`src/rtl/adder_pkg.sv`:
```
// Shared token type and parameter helpers for the pipelined adder.
// The token carries its operands, partial result and carry from stage to stage.
package adder_pkg;

  localparam int unsigned C_MAX_DATA_W = 64;

  // One in-flight operation. Stage k consumes slice k of a/b and fills slice k of sum.
  typedef struct packed {
    logic                    valid;
    logic                    mode;   // 1 = subtract (b slices inverted, carry-in 1)
    logic                    carry;
    logic [C_MAX_DATA_W-1:0] sum;
    logic [C_MAX_DATA_W-1:0] a;
    logic [C_MAX_DATA_W-1:0] b;
  } stage_tok_t;

  function automatic int unsigned slice_width(input int unsigned data_w,
                                              input int unsigned stages);
    return (stages == 0) ? 0 : data_w / stages;
  endfunction

  function automatic bit cfg_ok(input int unsigned data_w, input int unsigned stages);
    if (stages == 0) return 1'b0;
    return (data_w >= 2) && (data_w <= C_MAX_DATA_W) && (stages <= data_w) &&
           ((data_w % stages) == 0);
  endfunction

endpackage

```
`src/rtl/adder_stage.sv`:
```
// One carry-chain slice of the pipelined adder: adds slice g_idx of the token
// and registers the whole token together with its carry-out and valid bit.
module adder_stage
  import adder_pkg::*;
#(
  parameter int unsigned g_w   = 4,
  parameter int unsigned g_idx = 0
) (
  input  logic       i_clk,
  input  logic       i_rst_n,
  input  stage_tok_t i_tok,
  output logic       o_ready,
  input  logic       i_ready,
  output stage_tok_t o_tok
);

  localparam int unsigned C_LO = g_idx * g_w;

  stage_tok_t       r_tok;
  stage_tok_t       w_next;
  logic [g_w-1:0]   w_b_slice;
  logic [g_w:0]     w_slice_sum;

  // The stage can take a new token when it is empty or its token is leaving.
  assign o_ready = !r_tok.valid || i_ready;
  assign o_tok   = r_tok;

  always_comb begin
    w_b_slice   = i_tok.b[C_LO +: g_w] ^ {g_w{i_tok.mode}};
    w_slice_sum = {1'b0, i_tok.a[C_LO +: g_w]} + {1'b0, w_b_slice} +
                  {{g_w{1'b0}}, i_tok.carry};
    w_next                  = i_tok;
    w_next.sum[C_LO +: g_w] = w_slice_sum[g_w-1:0];
    w_next.carry            = w_slice_sum[g_w];
  end

  // Data registers only load with a real token so a bubble never disturbs o_C.
  always_ff @(posedge i_clk or negedge i_rst_n) begin
    if (!i_rst_n) begin
      r_tok <= '0;
    end else if (o_ready) begin
      if (i_tok.valid) begin
        r_tok <= w_next;
      end else begin
        r_tok.valid <= 1'b0;
      end
    end
  end

endmodule

```
`src/rtl/pipe_adder.sv`:
```
// Pipelined unsigned adder split into g_stages carry-chain slices with a
// valid/ready handshake on both sides. Define ADDER_SUB_EN to add i_sub (A-B mode).
//
// Handshake: a transfer happens on a clock edge where valid && ready are both
// high; o_valid/o_C stay stable while stalled, and o_ready may depend on i_ready
// combinationally through the stage chain.
module pipe_adder
  import adder_pkg::*;
#(
  parameter int unsigned g_data_width = 8,
  parameter int unsigned g_stages     = 2
) (
  input  logic                    i_clk,
  input  logic                    i_rst_n,
  input  logic                    i_valid,
  output logic                    o_ready,
  input  logic [g_data_width-1:0] i_A,
  input  logic [g_data_width-1:0] i_B,
`ifdef ADDER_SUB_EN
  input  logic                    i_sub,
`endif
  output logic                    o_valid,
  input  logic                    i_ready,
  output logic [g_data_width:0]   o_C
);

  localparam int unsigned C_W = slice_width(g_data_width, g_stages);

  if (!cfg_ok(g_data_width, g_stages)) begin : g_cfg_err
    $error("pipe_adder: g_data_width must be >=2, <=64 and a multiple of g_stages");
  end

  logic       w_mode;
  stage_tok_t w_tok_in;
  stage_tok_t w_tok_last;
  logic       w_unused_tok;

`ifdef ADDER_SUB_EN
  assign w_mode = i_sub;
`else
  assign w_mode = 1'b0;
`endif

  // Subtraction is A + ~B + 1: the mode bit doubles as the stage-0 carry-in.
  always_comb begin
    w_tok_in                       = '0;
    w_tok_in.valid                 = i_valid;
    w_tok_in.mode                  = w_mode;
    w_tok_in.carry                 = w_mode;
    w_tok_in.a[g_data_width-1:0]   = i_A;
    w_tok_in.b[g_data_width-1:0]   = i_B;
  end

  for (genvar k = 0; k < g_stages; k++) begin : g_stage
    stage_tok_t w_tok_src;
    stage_tok_t w_tok_out;
    logic       w_rdy;
    logic       w_rdy_next;

    if (k == 0) begin : g_first
      assign w_tok_src = w_tok_in;
    end else begin : g_chain
      assign w_tok_src = g_stage[k-1].w_tok_out;
    end

    if (k == g_stages - 1) begin : g_last
      assign w_rdy_next = i_ready;
    end else begin : g_mid
      assign w_rdy_next = g_stage[k+1].w_rdy;
    end

    adder_stage #(
      .g_w   (C_W),
      .g_idx (k)
    ) u_stage (
      .i_clk   (i_clk),
      .i_rst_n (i_rst_n),
      .i_tok   (w_tok_src),
      .o_ready (w_rdy),
      .i_ready (w_rdy_next),
      .o_tok   (w_tok_out)
    );
  end

  assign w_tok_last = g_stage[g_stages-1].w_tok_out;
  assign o_ready    = g_stage[0].w_rdy;
  assign o_valid    = w_tok_last.valid;
  assign o_C        = {w_tok_last.carry, w_tok_last.sum[g_data_width-1:0]};

  // Consumed operand slices and the mode bit are not needed past the last stage.
  assign w_unused_tok = ^w_tok_last;

endmodule
```
`config.mk`:
```
export PLATFORM = sky130hd
export DESIGN_NAME = pipe_adder
export DESIGN_NICKNAME = d
export VERILOG_FILES = /design/src/rtl/adder_pkg.sv /design/src/rtl/adder_stage.sv /design/src/rtl/pipe_adder.sv
export SDC_FILE = /design/constraint.sdc
export NUM_CORES = 1
export LEC_CHECK = 0
export BUFFER_PORTS_ARGS = -buffer_cell sky130_fd_sc_hd__buf_4
export CAP_MARGIN = 0
export CORE_MARGIN = 8
export CORE_UTILIZATION = 42
export CTS_BUF_LIST = sky130_fd_sc_hd__clkbuf_4
export DETAILED_ROUTE_END_ITERATION = 8
export PLACE_DENSITY = 0.71
export SYNTH_ARGS = -nofsm -noshare
export SYNTH_HDL_FRONTEND = slang
export SYNTH_SLANG_ARGS = --single-unit
```
`constraint.sdc`:
```
create_clock -name i_clk -period 2.01 [get_ports i_clk]
set_clock_uncertainty 0.2 [all_clocks]
set_input_delay 0.201 -clock i_clk [delete_from_list [all_inputs] [get_ports i_clk]]
set_output_delay 0.201 -clock i_clk [all_outputs]
set_load 0.05 [all_outputs]
```
Word level (Yosys, flattened, before mapping)
Index checks and enable logic that the tools add are counted.
- register bits after elaboration: 32
- bits in latches: 0
- RAM bits: 0
- bits in read-only memories: 0
- input bits: 20
- output and inout port bits: 11
- logic and storage cells: 19
- memories kept: 0
- $add $sub $neg: 3
- multipliers: 0
- div/mod/pow operators: 0
- order comparisons: 0
- equal/unequal tests: 0
- shifts and indexed selects: 0
- multiplexer cells: 2
- bitwise gates (word level): 0
- reduce and logical (&&, ||, !) cells: 6
- operator list (cell ; number):
    $add 4x4->5 ; 2
    $add 5x1->5 ; 1
    $reduce_and 2->1 ; 2
    $logic_not 1->1 ; 2
    $logic_or 1x1->1 ; 2
    $mux 1 ; 2

Longest topological paths before layout
Gate-level depths: netlist of run 1.
- depth after elaboration: 4
- gate-level depth with buffers: 6
- gate-level depth less buffers: 6

Cells and area by module
From an unflattened synthesis of run 1, not the netlist that was laid out.
- cells, all modules: 881
- area total of the unflattened synthesis: 16607.2 um^2
- by module, submodules not included (module ; instances ; cells an instance ; area an instance (um^2) ; seq. area each (um^2)):
    adder_stage ; 2 ; 440 ; 8301.7 ; 4879.7
    pipe_adder ; 1 ; 1 ; 3.8 ; 0.0

Worst setup path before layout of run 1
No wires, ideal clock.
- kind: register -> register
- start point: register g_stage[1].u_stage.r_tok, in the netlist g_stage[1].u_stage.o_tok[194]
- end point: register g_stage[0].u_stage.r_tok, in the netlist g_stage[0].u_stage.o_tok[128]
- library setup time: 0.125 ns
- arrival time: 1.596 ns
- required time: 1.685 ns
- path slack: 0.089 ns
- stages on the path, launching flop included: 5
- path buffers: 1
- period minus slack after synthesis: 1.921 ns
- cells stage by stage: dfrtp_1 -> nand3b_4 -> nand2_4 -> buf_12 -> mux2_4
- longest elaborated chain between the ends: 4
- ends and longest elaborated chain (what ; line ; source):
    from (decl) ; adder_stage.sv:19 ; stage_tok_t r_tok;
    from (signal assigned) ; adder_stage.sv:43 ; r_tok <= w_next;
    $logic_not 1->1 ; adder_stage.sv:25 ; assign o_ready = !r_tok.valid || i_ready;
    $logic_or 1x1->1 (2 in series) ; adder_stage.sv:25 ;
    via o_ready ; pipe_adder.sv:16 ; output logic o_ready,
    $reduce_and 2->1 (no line) ; - ;
    to (signal assigned) ; adder_stage.sv:43 ;
    to (decl) ; adder_stage.sv:19 ;
The timed path passes the listed nets, and every way through them passes these cells.
A chain may end at the register's enable or synchronous reset.

Worst setup path after layout of run 1
- start point: register g_stage[0].u_stage.r_tok, in the netlist g_stage[0].u_stage.o_tok[4]
- end point: register g_stage[1].u_stage.r_tok, in the netlist g_stage[1].u_stage.o_tok[133]
- longest elaborated chain between the ends: 2
- ends and longest elaborated chain (what ; line ; source):
    $add 4x4->5 ; adder_stage.sv:30 ; w_slice_sum = {1'b0, i_tok.a[C_LO +: g_w]} + {1'b0, w_b_slice} +
    $add 5x1->5 ; adder_stage.sv:30 ;
Every way passes these cells.

==> results.yml, run 1 <==
clocking:
  cts-root-buf: "clkbuf_4"
  h-tree-depth: 1
  cts.sinks: 24
  clk_pin_slew_worst_paths_ps: 140
  cts_tree: "built"
  clock_latency_ps: 320
  cts_buffers: 3
  clock_path_buffers: 2
  post_cts_buffers: 0
pwr:
  max-vdd-ir-drop_mv: 1.009
  leakagePower_nw: 0.8076
  p_sw_frac: 0.3735
  seqPwrFrac: 0.386
  powerDensity_mw_per_mm2: 1057
  combPwrFrac: 0.415
  clkPwrFrac: 0.199
  p_switching_mw: 0.6475
  p_int_mw: 1.086
global_routing:
  grt_pass1_vias: 960
  grtUsageMet1: 0.1176
  met3_usage: 0.02684
  grt_start_max_net_pins: 25
  grt_util_all_layers: 0.1087
  grt.busiest_layer: "met2"
  antenna_found_initial: 0
  grt-ovfl-total: 0
  use_met2: 0.1952
  grt_pass1_wl_mm: 4.443
worst_setup_path:
  cp_data_arrival_time_ps: 1840
  critPathMaxStageDelay_ps: 440
  cp_num_cells: 4
  path_cells: "fa_1, inv_1, fa_1, o21ai_0"
  cp_max_fo: 2
  crit_top_cell: "fa_1"
  critPathKind: "reg2reg"
  worst_setup_path_start_kind: "register"
  cp.required_ps: 2040
  critPathSlowestCell: "fa_1"
  r2r_cells: 4
  worst-path-buf-inv: 1
  crit_family: "adder cells"
  crit_path_end_kind: "register"
logic_synthesis:
  synth_top_area_cell: "dfrtp_1"
  synth_edf_count: 0
  yosysWarnings: 0
  synth_area_mm2: 0.001244
  syn_avg_cell_area_um2: 13.09
  ys_types: 27
  seq_area_frac_synth: 0.4829
  synthTopCellsByArea: "dfrtp_1, mux2_4, ha_1"
  synth.top_cell.area_share: 0.4829
  synth-seq-cells: 24
  ys_async_sr_fraction: 1.000
  synth_nets: 125
  synthFlopType: "dfrtp_1"
  syn_inst: 95
timing:
  slew_violations: 0
  finalCritPeriodShare: 0.9010
  worst_pin_slew_ps: 301.3
  fin_tns_setup_ps: 0
  fmax_mhz: 552.2
  grt_setup_unrepaired: "no"
  hold_viol: 0
  finalCriticalPeriod_ps: 1811
  setup_viol: 0
  slew_headroom: 0.7992
finish:
  largest_register_ffs: 24
  n_antenna_cell: 0
  fin_nets: 169
  final_common_cell: "buf_4"
  layout-drive-gt1-share: 0.3768
  layout_common_cells: "buf_4, dfrtp_1, dlygate4sd3_1"
  utilization: 0.5897
  area_growth_pct: 31.89
die:
  die_x_um: 70.42
  fp.coreArea_mm2: 0.002781
  ioPinCount: 31
  fp.dieH_um: 70.42
  rows: 19
  initial_core_util: 0.4471
  dieArea_mm2: 0.004958
placement:
  place_hpwl_mm: 1.945
  gp_congestion: 0.7493
  io_buffers: 30
route:
  drt_first_iter_violations: 32
  drcViolationCount: 0
  postRouteAntennaNets: 0
  wl_per_cell_um: 15.21
  routed_wirelength_mm: 2.571
  via_per_inst: 5.118
  first_pass_iters: 4
  vias: 865
job:
  drv_cap: 0
min_path:
  worstHoldPathType: "in2reg"
  whs_path_depth: 3
status:
  outcome: "finished clean"
[through the flow]
| stage | instance area (µm²) | std cells | hold slack (ps) | total power, mW | worst slack (ps) |
|---|---|---|---|---|---|
| after floorplan | 1244 | 95 | -294.6 | 1.165 | 88.81 |
| after global placement | 1488 | 155 | -88.89 | 1.373 | 289.8 |
| after detailed placement | 1488 | 155 | -85.52 | 1.393 | 243.4 |
| after CTS | 1640 | 169 | 4.039 | 1.754 | 188.8 |
| after global routing | 1640 | 169 | 12.00 | 1.841 | 109.5 |
| final | 1640 | 169 | 9.015 | 1.734 | 199.1 |
[tightest hold or removal path, delay by kind of cell]
kind / cells / cell delay (ps)
AND/OR/NAND/NOR: 2 / 210
buffers and inverters: 1 / 90
[cells in the mapped netlist (all sizes together), types with 2 or more instances]
cell    number
o21ai        9
fa           3
and3b        2
nor2b        2
ha           7
mux2        14
nand2        3
dfrtp       24
inv          9
o31ai        2
nand3        2
a21boi       2
a21oi        5
[power groups by stage]
stage               registers, mW  clock network, mW  logic (mW)
finish                      0.669              0.346       0.719
global route                0.682              0.377       0.781
detailed placement          0.680                  0       0.713
global placement            0.672                  0       0.701
floorplan                   0.914                  0       0.251
CTS                         0.670              0.354       0.730
[cells by family after synthesis]
kind of cell	share of synthesized area
and+or+nand+nor	0.08652
adders and majority gates	0.1187
DFF	0.4829
buffers and inverters	0.04326
xor gates and xnor gates	0.01409
muxes	0.1590
AOI/OAI and AO/OA	0.09556
[metal layers]
metal	vias up	routed length [µm]
li1	419	-
met1	424	1033
met2	17	1369
met3	5	121
met4	0	46
met5	-	0
[layout make-up]
type	count	area, µm²
well taps	31	38.79
flip-flops and latches	24	600.6
clock buffers	3	22.52
multi-input cells	61	589.3
repair buffers	40	325.3
fillers	235	1141
clock inverters	1	30.03
inverters	9	33.78
[repair_timing]
| action | 4_1_cts | 5_1_grt |
|---|---|---|
| hold buffers | 10 | 0 |
| hold endpoints to repair | 34 | 0 |
| resized for setup | 0 | 0 |
[path summary, 6_finish.rpt]
check,start,to,slack (ps)
setup / recovery,g_stage[0].u_stage.o_tok[4],g_stage[1].u_stage.o_tok[133],200
hold / removal,i_ready,g_stage[1].u_stage.o_tok[194],9
setup reg to reg,g_stage[0].u_stage.o_tok[4],g_stage[1].u_stage.o_tok[133],200
hold reg to reg,g_stage[0].u_stage.o_tok[131],g_stage[1].u_stage.o_tok[131],320
max in group asynchronous,i_rst_n,g_stage[0].u_stage.o_tok[130],1270
min in group asynchronous,i_rst_n,g_stage[1].u_stage.o_tok[134],100
No activity file was read; power rests on OpenSTA's default activity.
==> run 2, diff against run 1 <==
--- a/config.mk
+++ b/config.mk
@@ -11,6 +11,7 @@
 export CORE_UTILIZATION = 42
 export CTS_BUF_LIST = sky130_fd_sc_hd__clkbuf_4
 export DETAILED_ROUTE_END_ITERATION = 8
+export MAX_ROUTING_LAYER = met4
 export PLACE_DENSITY = 0.71
 export SYNTH_ARGS = -nofsm -noshare
 export SYNTH_HDL_FRONTEND = slang
==> constraint.sdc (replaced) <==
create_clock -name i_clk -period 1.9 [get_ports i_clk]
set_clock_uncertainty 0.2 [all_clocks]
set_input_delay 0.19 -clock i_clk [delete_from_list [all_inputs] [get_ports i_clk]]
set_output_delay 0.19 -clock i_clk [all_outputs]
set_load 0.05 [all_outputs]
==> results.yml, run 2 (same netlist as run 1, synthesis figures left out) <==
status:
  outcome: "finished clean"
global_routing:
  grt_pass1_vias: 900
  antenna_found_initial: 0
  grt_pass1_wl_mm: 4.140
  grt_start_max_net_pins: 25
  grt-ovfl-total: 0
  grt_util_all_layers: 0.1028
worst_setup_path:
  reg2reg_slack_ps: 140
  critPathKind: "reg2reg"
  r2r_start: "g_stage[0].u_stage.o_tok[4]"
  crit_path_start: "g_stage[0].u_stage.o_tok[4]"
  cp_max_fo: 2
  r2r_end: "g_stage[1].u_stage.o_tok[133]"
  cp-endpoint: "g_stage[1].u_stage.o_tok[133]"
  cp.required_ps: 1940
  cp_data_arrival_time_ps: 1800
  r2r_cells: 4
  crit_path_end_kind: "register"
  worst_setup_path_start_kind: "register"
finish:
  fin_nets: 171
  layout-drive-gt1-share: 0.3857
  finalInstanceArea_mm2: 0.001637
  utilization: 0.5884
  largest_register_ffs: 24
  layout_common_cells: "buf_4, dfrtp_1, dlygate4sd3_1"
  fill_cells: 236
  area_growth_pct: 31.59
  final_common_cell: "buf_4"
  n_antenna_cell: 0
timing:
  finalCritPeriodShare: 0.9285
  worst_pin_slew_ps: 296.4
  fmax_mhz: 566.8
  slew_headroom: 0.8024
  setup_viol: 0
  hold_viol: 0
  finalCriticalPeriod_ps: 1764
  grt_setup_unrepaired: "no"
  fin_ws_ps: 135.8
  slew_violations: 0
  fin_tns_setup_ps: 0
clocking:
  cts_buffers: 3
  clock_latency_ps: 310
  h-tree-depth: 1
  cts.repair.resized: 0
  cts-root-buf: "clkbuf_4"
  clk_pin_slew_worst_paths_ps: 120
  cts.sinks: 24
  cts_tree: "built"
  clock_path_buffers: 2
pwr:
  leakagePower_nw: 0.8064
  max-vdd-ir-drop_mv: 1.149
  seqPwrFrac: 0.412
  powerDensity_mw_per_mm2: 1045
  p_int_mw: 1.039
  p_sw_frac: 0.3927
  clkPwrFrac: 0.140
  p_switching_mw: 0.6715
  combPwrFrac: 0.447
  finalPower_mw: 1.710
route:
  vias: 853
  drt_first_iter_violations: 16
  drcViolationCount: 0
  routed_wirelength_mm: 2.316
  postRouteAntennaNets: 0
  first_pass_iters: 4
  via_per_inst: 4.988
  wl_per_cell_um: 13.54
die:
  fp.dieH_um: 70.42
  dieArea_mm2: 0.004958
  initial_core_util: 0.4471
  ioPinCount: 31
  die_x_um: 70.42
  fp.coreArea_mm2: 0.002781
  rows: 19
placement:
  pre_cts_ws_ps: 144.2
  placed_cell_area_mm2: 0.001489
  io_buffers: 30
  place_hpwl_mm: 1.788
  gp_congestion: 0.7383
min_path:
  whs_path_depth: 3
  worstHoldPathType: "in2reg"
job:
  drv_cap: 0
-- run 2: changes by cell type in the layout (fill, tap and decap cells not counted) --
cell           before  now
clkbuf_4            3    4
dfrtp_2             0    1
dfrtp_1            24   23
bufinv_16           1    0
buf_4              30   31
dlygate4sd3_1      10   11
-- run 2: final cells by class --
class | instances | area (µm²) | share of cell area
Clock buffer | 4 | 30.03 | 0.01835
Inverter | 9 | 33.78 | 0.02064
Multi-Input combinational cell | 61 | 589.3 | 0.3601
Sequential cell | 24 | 601.8 | 0.3677
Tap cell | 31 | 38.79 | 0.02370
Timing Repair Buffer | 42 | 342.8 | 0.2095
-- run 2: critical path: stages (launching register included) --
cell,delay (ps)
dfrtp_1,420
fa_1,440
inv_1,80
fa_1,400
o21ai_0,160
-- run 2: timing repair --
| action | 4_1_cts | 5_1_grt |
|---|---|---|
| setup endpoints to repair | 0 | 1 |
| setup buffers | 0 | 1 |
| endpoints found under the hold margin | 36 | 0 |
| hold buffers | 11 | 0 |
-- run 2: worst min path at each step --
stage,start,end,slack (ps)
after floorplan,i_rst_n,g_stage[0].u_stage.o_tok[128],-310
after global placement,i_rst_n,g_stage[0].u_stage.o_tok[7],-100
after detailed placement,i_rst_n,g_stage[0].u_stage.o_tok[71],-100
after CTS,i_B[0],g_stage[0].u_stage.o_tok[128],30
after global routing,i_B[0],g_stage[0].u_stage.o_tok[128],20
final,i_B[0],g_stage[0].u_stage.o_tok[128],30
-- run 2: power groups by stage --
stage          Combinational, mW  Clock, mW  Sequential (mW)
3_5_place_dp               0.750          0            0.715
2_1_floorplan              0.265          0            0.968
4_1_cts                    0.772      0.247            0.706
5_1_grt                    0.826      0.265            0.722
3_3_place_gp               0.741          0            0.710
6_report                   0.765      0.240            0.705
-- run 2: layer usage --
layer | GRT usage | up-vias | wire length, µm
met5 | - | - | 0
met4 | 0.02009 | 0 | 16
met3 | 0.04096 | 2 | 120
met2 | 0.1610 | 17 | 1116
met1 | 0.1223 | 412 | 1062
li1 | - | 422 | -
-- run 2: stage by stage --
step / instances / hold WS (ps)
2_1_floorplan: 95 / -305.6
3_3_place_gp: 155 / -101.3
3_5_place_dp: 155 / -100.9
4_1_cts: 170 / 30.93
5_1_grt: 171 / 20.45
6_report: 171 / 34.36
